`src/rtl/op_serializer.sv`:
```
// Replays one latched Op_st as the builder's field-write sequence: zero, cmd+flags, arg_1..arg_4.
// Optional OP_SERIALIZER_SKIP_ZERO_ARGS_EN drops strobes for args that are zero.

package op_serializer_pkg;
   localparam int OP_CMD_BITS   = 8;
   localparam int OP_ARG_BITS   = 16;
   localparam int OP_FLAGS_BITS = 4;

   typedef struct packed {
      logic [OP_CMD_BITS-1:0]   cmd;
      logic [OP_ARG_BITS-1:0]   arg_1;
      logic [OP_ARG_BITS-1:0]   arg_2;
      logic [OP_ARG_BITS-1:0]   arg_3;
      logic [OP_ARG_BITS-1:0]   arg_4;
      logic [OP_FLAGS_BITS-1:0] flags;
   } Op_st;

   localparam logic [OP_CMD_BITS-1:0] CMD_G01 = 8'h01;
   localparam logic [OP_CMD_BITS-1:0] CMD_G03 = 8'h03;
endpackage

module op_serializer
   import op_serializer_pkg::*;
(
   input  logic                     clk,
   input  logic                     reset,
   input  logic                     clk_en,
   input  Op_st                     op_in,
   input  logic                     in_valid,
   output logic                     in_ready,
   output logic                     zero,
   output logic [OP_CMD_BITS-1:0]   cmd,
   output logic [OP_ARG_BITS-1:0]   arg,
   output logic [OP_FLAGS_BITS-1:0] flags,
   output logic                     set_cmd,
   output logic                     set_flags,
   output logic                     set_arg_1,
   output logic                     set_arg_2,
   output logic                     set_arg_3,
   output logic                     set_arg_4,
   output logic                     busy,
   output logic                     done
);

   typedef enum logic [2:0] {IDLE, ZERO, HDR, A1, A2, A3, A4} state_t;

   state_t state, state_nx;
   Op_st   op_q;
   logic   done_q;

   always_ff @(posedge clk) begin
      if (reset) begin
         state  <= IDLE;
         op_q   <= '0;
         done_q <= 1'b0;
      end else if (clk_en) begin
         state  <= state_nx;
         if (state == IDLE && in_valid)
            op_q <= op_in;
         done_q <= (state != IDLE) && (state_nx == IDLE);
      end
   end

`ifdef OP_SERIALIZER_SKIP_ZERO_ARGS_EN
   logic [3:0] nz, rem;

   always_comb begin
      nz = {op_q.arg_4 != '0, op_q.arg_3 != '0, op_q.arg_2 != '0, op_q.arg_1 != '0};
      rem = 4'b0000;
      state_nx = state;
      case (state)
         IDLE:    state_nx = in_valid ? ZERO : IDLE;
         ZERO:    state_nx = HDR;
         default: begin
            // Remaining candidate args strictly after the current state.
            case (state)
               HDR:     rem = nz;
               A1:      rem = nz & 4'b1110;
               A2:      rem = nz & 4'b1100;
               A3:      rem = nz & 4'b1000;
               default: rem = 4'b0000;
            endcase
            if      (rem[0]) state_nx = A1;
            else if (rem[1]) state_nx = A2;
            else if (rem[2]) state_nx = A3;
            else if (rem[3]) state_nx = A4;
            else             state_nx = IDLE;
         end
      endcase
   end
`else
   always_comb begin
      state_nx = state;
      case (state)
         IDLE:    state_nx = in_valid ? ZERO : IDLE;
         ZERO:    state_nx = HDR;
         HDR:     state_nx = A1;
         A1:      state_nx = A2;
         A2:      state_nx = A3;
         A3:      state_nx = A4;
         default: state_nx = IDLE;
      endcase
   end
`endif

   // Moore decode: nothing here looks at in_valid or op_in.
   always_comb begin
      zero      = 1'b0;
      set_cmd   = 1'b0;
      set_flags = 1'b0;
      set_arg_1 = 1'b0;
      set_arg_2 = 1'b0;
      set_arg_3 = 1'b0;
      set_arg_4 = 1'b0;
      arg       = '0;
      case (state)
         ZERO: zero = 1'b1;
         HDR: begin
            set_cmd   = 1'b1;
            set_flags = 1'b1;
         end
         A1: begin set_arg_1 = 1'b1; arg = op_q.arg_1; end
         A2: begin set_arg_2 = 1'b1; arg = op_q.arg_2; end
         A3: begin set_arg_3 = 1'b1; arg = op_q.arg_3; end
         A4: begin set_arg_4 = 1'b1; arg = op_q.arg_4; end
         default: ;
      endcase
   end

   assign cmd      = op_q.cmd;
   assign flags    = op_q.flags;
   assign in_ready = (state == IDLE);
   assign busy     = (state != IDLE);
   assign done     = done_q;

endmodule

```
`config.mk`:
```
export PLATFORM = sky130hd
export DESIGN_NAME = op_serializer
export DESIGN_NICKNAME = d
export VERILOG_FILES = /design/src/rtl/op_serializer.sv
export SDC_FILE = /design/constraint.sdc
export NUM_CORES = 1
export LEC_CHECK = 0
export ABC_AREA = 1
export CAP_MARGIN = 30
export CORE_MARGIN = 3
export CORE_UTILIZATION = 46
export DETAILED_ROUTE_END_ITERATION = 7
export GPL_TIMING_DRIVEN = 0
export PLACE_DENSITY = 0.81
export SLEW_MARGIN = 20
export SYNTH_ARGS = -nofsm -noshare
export SYNTH_HDL_FRONTEND = slang
export SYNTH_SLANG_ARGS = --single-unit
```
`constraint.sdc`:
```
create_clock -name clk -period 1.8 [get_ports clk]
set_input_delay 0.45 -clock clk [delete_from_list [all_inputs] [get_ports clk]]
set_output_delay 0.45 -clock clk [all_outputs]
set_load 0.05 [all_outputs]
```
-- Word-level counts from Yosys, hierarchy flattened
Index checks and enable logic that the tools add are counted.
- equality and inequality tests: 6
- multiplexer cells: 9
- reduce and logical (&&, ||, !) cells: 6
- operators by type and width (cell ; count):
    $pmux W16 S4 ; 1
    $pmux W3 S6 ; 1
    $eq A3 B3 Y1 const B ; 3
    $mux W1 ; 7
    $eq A3 B2 Y1 const B ; 2
    $logic_not A3 Y1 ; 2
    $eq A3 B1 Y1 const B ; 1
    $reduce_bool A3 Y1 ; 1
    $logic_and A1 B1 Y1 ; 2
    $reduce_and A2 Y1 ; 1
- register bits after elaboration: 80
- input bits: 80
- output and inout port bits: 38
- word-level logic and storage cells: 29

-- Depth between registers and ports, before layout
- depth in word-level cells: 4
- depth in mapped cells: 8
- mapped depth without buffers: 7

-- Worst setup path after synthesis
Ideal clock, no wire load.
- path type: flip-flop to output port
- start: reg state[2]
- end: out arg[10]
- arrival time: 1.637 ns
- required time: 1.350 ns
- slack: -0.287 ns
- cell stages (with the launch flop): 7
- path buffers: 2
- path through: dfxtp_1 buf_4 inv_2 nor2_2 buf_2 nand2_1 nand4_1
- cells in the longest elaborated chain, start to end: 2
- elaborated cells between the ends (all ways): 5
- classes of those cells: eq/ne: 4; mux: 1
- ends and longest elaborated chain (what ; line ; source):
    from (decl) ; 47 ; state_t state, state_nx;
    from (signal assigned) ; 57 ; state <= state_nx;
    $eq A3 B3 Y1 / $eq A3 B2 Y1 (equally long branches) ; 116 ; case (state)
    $pmux W16 S4 * ; 116 ;
    to (decl) ; 33 ; output logic [OP_ARG_BITS-1:0] arg,
Mark *: on every way between the ends. The rest lies on a longest branch, timed or not.

-- Worst setup path after layout
- start: reg state[0]
- end: out arg[7]
The elaborated chain is that of the path after synthesis.

==> flow_metrics.tcl <==
set metrics [dict create \
    die_y_um 93.4 \
    nets 704 \
    remaining_drc_errors 0 \
    grt_pass1_vias 3808 \
    portBuffers 116 \
    skew_ns 0.00921 \
    grt_usage_pct 27.1 \
    io_pins 118 \
    synth-compound-area-share_pct 11.4 \
    antenna_cells 0 \
    dieArea_mm2 0.00872 \
    synth-xor-area-share_pct 0 \
    hold_violations 0 \
    worstPathArrival_ns 1.69 \
    final_cell_mix "137 x nand2_1, 80 x nand3_1, 78 x a21oi_1" \
    synth_top_area_share_pct 45.6 \
    cts_tree "done" \
    clk_pin_slew_ns 0.09 \
    crit_chain "inv_8 -> nor3_4 -> buf_12 -> clkbuf_16 -> nand2_1 -> nand4_1 -> buf_6" \
    fin_tns_setup_ns -5.23 \
    max_stage_delay_ns 0.42 \
    cp.required_ns 1.35 \
    synth_top_family_by_area "simple AND/OR/NAND/NOR gates" \
    place_area_mm2 0.00485 \
    synth.cell_area_mm2 0.00351 \
    place_congestion 0.906 \
    drive_gt1_share_pct 21.1 \
    worstPathMaxFanout 5 \
    post_drt_wl_per_cell_um 16.5 \
    synth_adder_area_share_pct 0 \
    grt_max_degree 15 \
    via_per_inst 5.46 \
    first_pass_iters 5 \
    start_util_pct 47.9 \
    finalSetupViolations 21 \
    grt_setup_unrepaired "yes" \
    mostFrequentLayoutCell "nand2_1" \
    synth.area.top_cells "dfxtp_1 46%, nand2_1 16%, nand3_1 11%" \
    vias 3976 \
    post-place-ws_ns -0.668 \
    dpl.hpwl_mm 8.09 \
    fin_crit_ns 2.14 \
    ys_seq_area_share_pct 45.6 \
    p_per_area_mw_per_mm2 764 \
    crit_slowest_cell "dfxtp_4" \
    clkLatencyLatePin_ns 0.35 \
    end_kind "output port" \
    timing.final.ws_setup_ns -0.343 \
    synth_cells 474 \
    wl_mm 12.0 \
    drv_slew 0 \
    ys.flop_type "dfxtp_1" \
    synth_mux_area_share_pct 0 \
    overflow 0 \
    path_delay_family "buffers and inverters" \
    design_area_mm2 0.00544 \
    drtAntennaViolNets 0 \
    dp_cells 689 \
    clock_sinks 80 \
    die_w_um 93.4 \
    failed_checks "setup timing" \
    critPathLaunchType "register" \
    drt_iter0_markers 352 \
    status "finished, violations left" \
    async_reset_ff_share_pct 0 \
    antenna_found_initial 0 \
    ys_types 22 \
    crit_type "register to output port" \
    period_share_pct 119 \
    clock.fmax_mhz 467 \
    p_leak_nw 2.22 \
    slew_headroom_pct 64.5 \
    numCtsBuffers 9 \
    synth_fp_nets 554 \
    avgSynthCellArea_um2 7.41 \
    synth_top_area_cell "dfxtp_1" \
    ir_worst_vdd_uv 412 \
    clockBufferDepth 2 \
    grt_pass1_wl_mm 18.5 \
    crit_buf_inv 4 \
    synth_edf_count 0 \
    min_path_type "primary input to register" \
    syn_to_final_growth_pct 54.8 \
    cts_max_level 3 \
    fp-row-count 31 \
    ys_ff_latch 80 \
    yosysWarnings 0 \
    root_buffer "clkbuf_8" \
    fin_cells 728 \
    worst_pin_slew_ns 0.532 \
    core_mm2 0.00733 \
    maxCapViolations 0 \
    synthSimpleGateAreaFrac_pct 32.4 \
]
==> worst paths after layout <==
check,startpoint,endpoint,slack [ns],cells past startpoint
min reg2reg,cmd[0],cmd[0],0.46,2
max,state[0],arg[7],-0.34,7
max reg2reg,state[1],op_q[53],0.10,10
min,clk_en,state[1],0.46,2
==> flip-flops by register name (all words and copies together) (netlist names) <==
register  count
flags         4
op_q         64
cmd           8
done          1
state         3
==> per-stage QoR <==
stage / total power [W] / util (%) / hold WS (ns)
6_report: 0.00416 / 74.2 / 0.460
5_1_grt: 0.00430 / 74.2 / 0.483
4_1_cts: 0.00410 / 72.2 / 0.465
3_5_place_dp: 0.00274 / 66.2 / 0.451
3_3_place_gp: 0.00273 / 66.2 / 0.447
2_1_floorplan: 0.00240 / - / 0.439
==> where the power goes <==
part           total [W]  switching [W]  leakage (nW)  internal, W
combinational   0.000857       0.000463          1.47     0.000394
sequential       0.00192      0.0000649         0.653      0.00186
clock            0.00138       0.000691         0.103     0.000685
==> cells by family (layout without fill, tap and decap cells) <==
kind of cell,after synthesis,count (layout)
AND/OR/NAND/NOR,254,254
AO/OA/AOI/OAI,80,80
flip-flops,80,80
buffers and inverters,60,215
==> synthesized netlist by cell type, types with 3 or more instances <==
cell	instances
buf_4	15
inv_2	4
inv_1	5
nand4_1	16
dfxtp_1	80
buf_2	18
nand3_1	80
nor2_2	3
buf_6	7
a21oi_1	78
clkbuf_1	8
nand2_1	150
==> per-layer routing <==
layer	vias to the layer above	global-route usage (%)	routed length, um
li1	1878	-	-
met1	1863	34.2	4830
met2	201	45.3	5950
met3	34	4.18	834
met4	0	12.5	379
met5	-	0	0
==> timing repair <==
action                                  CTS  global route
pin swaps                                14            13
buffers inserted                         16             5
endpoints found under the setup margin   38            28
resized for setup                       201            36
hold buffers                              0             0
cloned                                    3             1
==> cell type report <==
class	count	area, um2
flip-flops and latches	80	1610
clock buffers	10	138
repair buffers	140	1450
clock inverters	6	66.3
inverters	9	53.8
plain buffers	50	368
multi-input cells	334	1630
well taps	99	124
fillers	522	1890
Power figures use the tool's default switching activity.
